## src/rtl/core_pkg.sv

```systemverilog
// Shared core definitions: PC-source encodings, fetch defaults and the
// fetch hold-FSM state encoding.
package core_pkg;

  // Next-PC select codes driven by the execute stage / hazard unit
  localparam logic [1:0] PC_SRC_PLUS4  = 2'b00;
  localparam logic [1:0] PC_SRC_BRANCH = 2'b01;
  localparam logic [1:0] PC_SRC_JALR   = 2'b10;

  // Bubble instruction (addi x0,x0,0) and default reset vector
  localparam logic [31:0] NOP_INSTR_DEF = 32'h0000_0013;
  localparam logic [31:0] RESET_PC_DEF  = 32'h0000_0000;

  // Hold FSM states
  localparam logic [0:0] HOLD_RUN  = 1'b0;
  localparam logic [0:0] HOLD_HOLD = 1'b1;

endpackage

```

## src/rtl/fetch_stage_if.sv

```systemverilog
// Instruction-memory bus between the fetch stage and the synchronous BRAM.
interface fetch_stage_if #(
  parameter int IMEM_AW = 10
);
  logic [IMEM_AW-1:0] imem_addr;
  logic [31:0]        imem_rdata;

  // Fetch side: presents the word address, receives data one cycle later
  modport master (output imem_addr, input imem_rdata);
  // Memory side
  modport slave  (input imem_addr, output imem_rdata);
endinterface

```

## src/rtl/fd_hold_buffer.sv

```systemverilog
// Keeps Instr_D stable while decode is stalled: the BRAM keeps reading the
// next PC, so the instruction belonging to PC_D is captured on stall entry.
module fd_hold_buffer
  import core_pkg::*;
#(
  parameter logic [31:0] NOP_INSTR = NOP_INSTR_DEF
) (
  input  logic        clk,
  input  logic        reset,
  input  logic        Stall_D,
  input  logic        Flush_D,
  input  logic        Valid_D,
  input  logic [31:0] imem_rdata,
  output logic [31:0] Instr_D
);

  logic [0:0]  state;
  logic [31:0] hold_instr;

  // RUN/HOLD state: hold while decode is stalled, flush always returns to RUN
  always_ff @(posedge clk or negedge reset) begin
    if (!reset) begin
      state <= HOLD_RUN;
    end else if (Flush_D || !Stall_D) begin
      state <= HOLD_RUN;
    end else begin
      state <= HOLD_HOLD;
    end
  end

  // Capture the BRAM word only on the stall-entry edge; later stall edges
  // would see the next sequential word instead
  always_ff @(posedge clk or negedge reset) begin
    if (!reset) begin
      hold_instr <= '0;
    end else if (state == HOLD_RUN && Stall_D && !Flush_D) begin
      hold_instr <= imem_rdata;
    end
  end

  // Decode instruction select: bubble, held word, or live BRAM output
  always_comb begin
    Instr_D = imem_rdata;
    if (!Valid_D) begin
      Instr_D = NOP_INSTR;
    end else if (state == HOLD_HOLD) begin
      Instr_D = hold_instr;
    end
  end

endmodule

```

## src/rtl/fetch_stage.sv

```systemverilog
// Instruction fetch stage plus F/D pipeline register. PC_F addresses a
// synchronous-read BRAM whose output lines up with PC_D one cycle later.
module fetch_stage
  import core_pkg::*;
#(
  parameter int              XLEN      = 32,
  parameter logic [XLEN-1:0] RESET_PC  = XLEN'(RESET_PC_DEF),
  parameter int              IMEM_AW   = 10,
  parameter logic [31:0]     NOP_INSTR = NOP_INSTR_DEF
) (
  input  logic              clk,
  input  logic              reset,
  input  logic              Stall_F,
  input  logic              Stall_D,
  input  logic              Flush_D,
  input  logic [1:0]        PC_Src_E,
  input  logic [XLEN-1:0]   PCTarget_E,
  input  logic [XLEN-1:0]   ALUResult_E,
  fetch_stage_if.master     imem,
  output logic [XLEN-1:0]   PC_F,
  output logic [31:0]       Instr_D,
  output logic [XLEN-1:0]   PC_D,
  output logic [XLEN-1:0]   PCPlus4_D,
  output logic              Valid_D
);

  logic [XLEN-1:0] pc_plus4;
  logic [XLEN-1:0] pc_sel;
  logic [XLEN-1:0] pc_next;
  logic            redirect;

  assign pc_plus4       = PC_F + XLEN'(4);
  assign redirect       = (PC_Src_E != PC_SRC_PLUS4);
  assign imem.imem_addr = PC_F[IMEM_AW+1:2];

  // Next-PC mux; the reserved code falls back to sequential fetch and the
  // result is always word aligned
  always_comb begin
    pc_sel = pc_plus4;
    case (PC_Src_E)
      PC_SRC_BRANCH: pc_sel = PCTarget_E;
      PC_SRC_JALR:   pc_sel = ALUResult_E & ~XLEN'(1);
      default:       pc_sel = pc_plus4;
    endcase
    pc_next = pc_sel & ~XLEN'(3);
  end

  // PC register: a redirect from execute overrides a fetch stall
  always_ff @(posedge clk or negedge reset) begin
    if (!reset) begin
      PC_F <= RESET_PC;
    end else if (redirect || !Stall_F) begin
      PC_F <= pc_next;
    end
  end

  // F/D register: flush beats stall; the instruction word itself comes from
  // the BRAM output (or the hold buffer) rather than being registered here
  always_ff @(posedge clk or negedge reset) begin
    if (!reset) begin
      PC_D      <= '0;
      PCPlus4_D <= '0;
      Valid_D   <= 1'b0;
    end else if (Flush_D) begin
      PC_D      <= '0;
      PCPlus4_D <= '0;
      Valid_D   <= 1'b0;
    end else if (!Stall_D) begin
      PC_D      <= PC_F;
      PCPlus4_D <= pc_plus4;
      Valid_D   <= 1'b1;
    end
  end

  fd_hold_buffer #(
    .NOP_INSTR (NOP_INSTR)
  ) u_hold (
    .clk        (clk),
    .reset      (reset),
    .Stall_D    (Stall_D),
    .Flush_D    (Flush_D),
    .Valid_D    (Valid_D),
    .imem_rdata (imem.imem_rdata),
    .Instr_D    (Instr_D)
  );

endmodule

```

## src/flat_wrapper.sv

```systemverilog
// flat-port wrapper written by rule: the top's interface ports become plain ports
module fetch_stage_flat import core_pkg::*;
#(
  parameter int              XLEN      = 32,
  parameter logic [XLEN-1:0] RESET_PC  = XLEN'(RESET_PC_DEF),
  parameter int              IMEM_AW   = 10,
  parameter logic [31:0]     NOP_INSTR = NOP_INSTR_DEF
)
  (clk, reset, Stall_F, Stall_D, Flush_D, PC_Src_E, PCTarget_E, ALUResult_E, PC_F, Instr_D, PC_D, PCPlus4_D, Valid_D, imem_imem_addr, imem_imem_rdata);
  fetch_stage_if #(.IMEM_AW(IMEM_AW)) imem_i ();
  input  logic clk;
  input  logic reset;
  input  logic Stall_F;
  input  logic Stall_D;
  input  logic Flush_D;
  input  logic [1:0] PC_Src_E;
  input  logic [XLEN-1:0] PCTarget_E;
  input  logic [XLEN-1:0] ALUResult_E;
  output logic [XLEN-1:0] PC_F;
  output logic [31:0] Instr_D;
  output logic [XLEN-1:0] PC_D;
  output logic [XLEN-1:0] PCPlus4_D;
  output logic Valid_D;
  output wire logic [$bits(imem_i.imem_addr)-1:0] imem_imem_addr;
  input wire logic [$bits(imem_i.imem_rdata)-1:0] imem_imem_rdata;
  assign imem_imem_addr = imem_i.imem_addr;
  assign imem_i.imem_rdata = imem_imem_rdata;
  fetch_stage #(.XLEN(XLEN), .RESET_PC(RESET_PC), .IMEM_AW(IMEM_AW), .NOP_INSTR(NOP_INSTR)) u_core (.clk(clk), .reset(reset), .Stall_F(Stall_F), .Stall_D(Stall_D), .Flush_D(Flush_D), .PC_Src_E(PC_Src_E), .PCTarget_E(PCTarget_E), .ALUResult_E(ALUResult_E), .imem(imem_i), .PC_F(PC_F), .Instr_D(Instr_D), .PC_D(PC_D), .PCPlus4_D(PCPlus4_D), .Valid_D(Valid_D));
endmodule
```

## config.mk

```make
export PLATFORM = sky130hd
export DESIGN_NAME = fetch_stage_flat
export DESIGN_NICKNAME = d
export VERILOG_FILES = /design/src/rtl/core_pkg.sv /design/src/rtl/fetch_stage_if.sv /design/src/rtl/fd_hold_buffer.sv /design/src/rtl/fetch_stage.sv /design/src/flat_wrapper.sv
export SDC_FILE = /design/constraint.sdc
export NUM_CORES = 1
export LEC_CHECK = 0
export CAP_MARGIN = 25
export CORE_AREA = 4 4 152 110
export CTS_CLUSTER_DIAMETER = 200
export CTS_CLUSTER_SIZE = 8
export DETAILED_ROUTE_END_ITERATION = 6
export DIE_AREA = 0 0 156 114
export PLACE_DENSITY_LB_ADDON = 0.3
export SLEW_MARGIN = 5
export SYNTH_ARGS = -nofsm -noshare
export SYNTH_HDL_FRONTEND = slang
export SYNTH_SLANG_ARGS = --single-unit
```

## constraint.sdc

```tcl
create_clock -name clk -period 2.9 [get_ports clk]
set_input_delay 0.87 -clock clk [delete_from_list [all_inputs] [get_ports clk]]
set_output_delay 0.87 -clock clk [all_outputs]
set_load 0.02 [all_outputs]
```

==> summary by stage <==
GRT
The initial antenna violation count was 0. The maximum number of pins on one net before global-route repair is 65. The global-route usage over all layers is 23.2%. The first-pass GRT wire length is 32,600 microns. The via count of the first global-routing pass is 5,943. After global routing the overflow that remains totals 0.

Timing
Setup repair after global routing left no endpoint under its margin. The post-route minimum period is 2770 ps. The minimum hold slack is 460 ps. Headroom to the max-slew limit came out at 52.1%. The number of failing setup endpoints in the final timing report is 0. After routing, the total negative slack on setup checks comes to 0 ps. At the pin with the least slew margin, the transition time is 718 ps. The max-slew violation count is 0.

In the finished design, the share of the clock period the worst path needs comes to 95.5%. The timing-limited maximum frequency is 0.361 GHz. For the final database, setup skew stands at 15.8 ps. The count of final hold-check violations was 0.

Cells and area
The area growth from synthesis to layout is 44.5%. The final cell utilization of the core is 65.4%. 0 antenna diodes ended up in the layout.

The total number of nets in the final design is 1,004. Of the cells placed in the final design, the portion with a size suffix greater than 1 is 13.7%.

Power and ir drop
The relative contribution of the clock network to total power is 37.4%. Overall power consumption after layout is estimated at 6.14 mW. IR analysis of the VDD net gives a maximum drop of 0.402 mV. The share of total power in combinational logic is 26.3%. The internal power of the cells totals 4.26 mW.

The power density over cell area is 616 nW/um^2. Sequential cells burn 36.3% of the power. Of the total power, the share spent switching nets is 30.6%. The reported net switching power is 1.88 mW.

The cell leakage power is 4.29 nW.

Routing
In the routed design, unresolved DRC markers number 0. After the first detailed-routing iteration, the DRC count stood at 457. Before antenna repair, the detailed router went through 4 iterations.

Wires add up to 20,500 microns. The antenna violation net count after detailed routing is 0. For this block, the via count after detailed routing is 6,028. The mean number of vias per cell is 5.43.

In the final routed layout, each cell accounts on average for 18.5 microns.

Floorplanning
The horizontal die dimension is 156 microns. Once the floorplan was initialized, standard cells occupied 45.3% of the core. The core region area is 15,300 sq um. The die area is 17,800 sq um. The die is 114 microns tall. The floorplan has 38 rows. The top-level port count is 242.

Worst setup path
Of all nets on the critical path, the largest fanout is 2. The cell type of the slowest stage on the worst timing path is sky130_fd_sc_hd__clkdlybuf4s50_1. The number of buffers and inverters on the critical path is 2. On the critical path the largest part of the delay comes from buffers and inverters.

The classification of the worst setup path is input port to output port. The worst setup path is launched from an input port. The critical path goes through clkdlybuf4s50_1, mux2i_1, nor2_1, dlygate4sd2_1.

At the worst endpoint, the arrival time is 1900 ps. The critical path's largest stage delay is 490 ps. STA puts the critical path data required time at 2030 ps. The element type at the critical path end is an output port.

Synthesis
After synthesis, the share of flip-flops with an asynchronous set or reset is 100%. Yosys mapped the design onto 53 distinct sky130hd cell types. The leading cell type by number of instances after synthesis is sky130_fd_sc_hd__dfrtp_1. The cell taking the most area after synthesis is sky130_fd_sc_hd__dfrtp_1. The cell count after synthesis came out at 694. The synthesized area is 6910 sq um. Yosys mapped a number of flops with a built-in enable equal to 0. In the post-synthesis netlist, the biggest area contributors are sky130_fd_sc_hd__dfrtp_1 (45%), sky130_fd_sc_hd__mux2i_1 (9.3%), sky130_fd_sc_hd__mux2_2 (6.7%). Each instance of the synthesized netlist takes up on average 9.95 sq um. The top cell type's share of synthesized area is 44.9%. Ranked by instance count, the synthesized netlist is headed by sky130_fd_sc_hd__dfrtp_1 (124), sky130_fd_sc_hd__nor2_1 (104), sky130_fd_sc_hd__mux2i_1 (64), sky130_fd_sc_hd__clkbuf_1 (46), sky130_fd_sc_hd__mux2_2 (41).

For this run, the register share of the synthesized area comes to 44.9%. The most used flip-flop cell after synthesis is sky130_fd_sc_hd__dfrtp_1. The total of warnings raised by yosys is 0.

The number of synthesized register bits is 124.

Clock tree
TritonCTS built the clock tree. The H-tree depth is 4. CTS saw 124 sinks. After clock tree synthesis, the clock-pin slew on the worst setup and hold paths is 60 ps. In this run, post-CTS hold repair placed 0 buffers. Clock latency on the worst-skew pair, taken at its later pin, is 410 ps. The total CTS buffers is 17.

The longest clock path from root to sink contains 2 buffers. The tree is rooted in a sky130_fd_sc_hd__clkbuf_16.

Job
The number of max-cap violations is 0.

Place
Port buffering added 231 buffers. The post-detailed-placement half-perimeter wirelength is 14,700 microns. The final weighted congestion in routability-driven placement is 0.859.

Status
The run finished with clean final reports.

Worst hold path
The tightest min-delay check is of the input port to asynchronous set/reset pin type.
==> worst paths after layout <==
path                                               from                            to  slack, ps  cells after the start
min reg2reg                u_core.u_hold.hold_instr[11]  u_core.u_hold.hold_instr[11]        500                      1
max reg2reg                              u_core.PC_F[3]               u_core.PC_F[22]        480                      6
min in group clk           u_core.u_hold.hold_instr[11]  u_core.u_hold.hold_instr[11]        500                      1
min                                               reset               u_core.PC_D[28]        460                      1
max in group asynchronous                         reset          u_core.PCPlus4_D[10]       1750                      2
max                                 imem_imem_rdata[28]                   Instr_D[28]        130                      4
==> routing by layer <==
metal / GRT usage [%] / share of wire (%) / wire length [microns] / vias up
met1: 34.1 / 47 / 9620 / 2917
met4: 4.43 / 0.95 / 195 / 0
met3: 6.45 / 7.7 / 1590 / 17
met5: 0 / 0 / 0 / -
li1: - / - / - / 2877
met2: 34.5 / 44 / 9100 / 217
==> registers in the layout, summed over array words and instances (netlist names) <==
name	cells
u_core.u_hold.state	1
u_core.PC_D	30
u_core.PC_F	30
u_core.Valid_D	1
u_core.u_hold.hold_instr	32
u_core.PCPlus4_D	30
==> cell type report <==
cell class                      count  area (sq um)
Sequential cell                   124          3100
Clock inverter                     12           184
Inverter                           10          37.5
Timing Repair Buffer              259          2540
Fill cell                        1269          5280
Multi-Input combinational cell    485          3410
Clock buffer                       20           457
Tap cell                          200           250
==> logic make-up (layout without fill, tap and decap cells) <==
group | Yosys count | count (layout) | synth area share, %
multiplexers | 105 | 105 | 16.0
adder cells (fa/ha/maj) | 4 | 4 | 0.725
buffers and inverters | 90 | 301 | 6.09
XOR/XNOR | 25 | 25 | 3.17
AND/OR/NAND/NOR | 214 | 214 | 15.4
other | 1 | 6 | 0.0543
flip-flops | 124 | 124 | 44.9
AO/OA/AOI/OAI | 131 | 131 | 13.7
==> power groups by stage <==
| stage | Sequential (mW) | Clock, mW | Combinational [mW] |
|---|---|---|---|
| after detailed placement | 2.25 | 0 | 1.64 |
| final | 2.23 | 2.30 | 1.62 |
| after global routing | 2.27 | 2.42 | 1.74 |
| after floorplan | 2.33 | 0 | 0.797 |
| after global placement | 2.24 | 0 | 1.62 |
| after CTS | 2.22 | 2.34 | 1.63 |
==> metrics by stage <==
stage / cells / area [sq um] / setup WS, ps
2_1_floorplan: 699 / 6930 / 602
3_3_place_gp: 1078 / 9380 / -147
3_5_place_dp: 1078 / 9380 / -137
4_1_cts: 1110 / 9980 / 132
5_1_grt: 1110 / 9980 / 74.1
6_report: 1110 / 9980 / 130
==> cells in the final DEF (no fill, tap or decap), types with 16 or more instances in the layout <==
cell type,count
sky130_fd_sc_hd__mux2_2,41
sky130_fd_sc_hd__xnor2_1,19
sky130_fd_sc_hd__buf_4,23
sky130_fd_sc_hd__clkdlybuf4s50_1,196
sky130_fd_sc_hd__o21ai_0,26
sky130_fd_sc_hd__a211oi_1,21
sky130_fd_sc_hd__nand3_1,16
sky130_fd_sc_hd__dfrtp_1,123
sky130_fd_sc_hd__a22oi_1,24
sky130_fd_sc_hd__clkbuf_16,17
sky130_fd_sc_hd__mux2i_1,64
sky130_fd_sc_hd__dlygate4sd2_1,32
sky130_fd_sc_hd__nor2_1,104
sky130_fd_sc_hd__nand2_1,37
==> what timing repair did <==
item / CTS / global route
buffers inserted: 0 / 0
endpoints found under the hold margin: 0 / 0
resized for setup: 32 / 0
setup endpoints to repair: 32 / 0
Power figures use the tool's default switching activity.
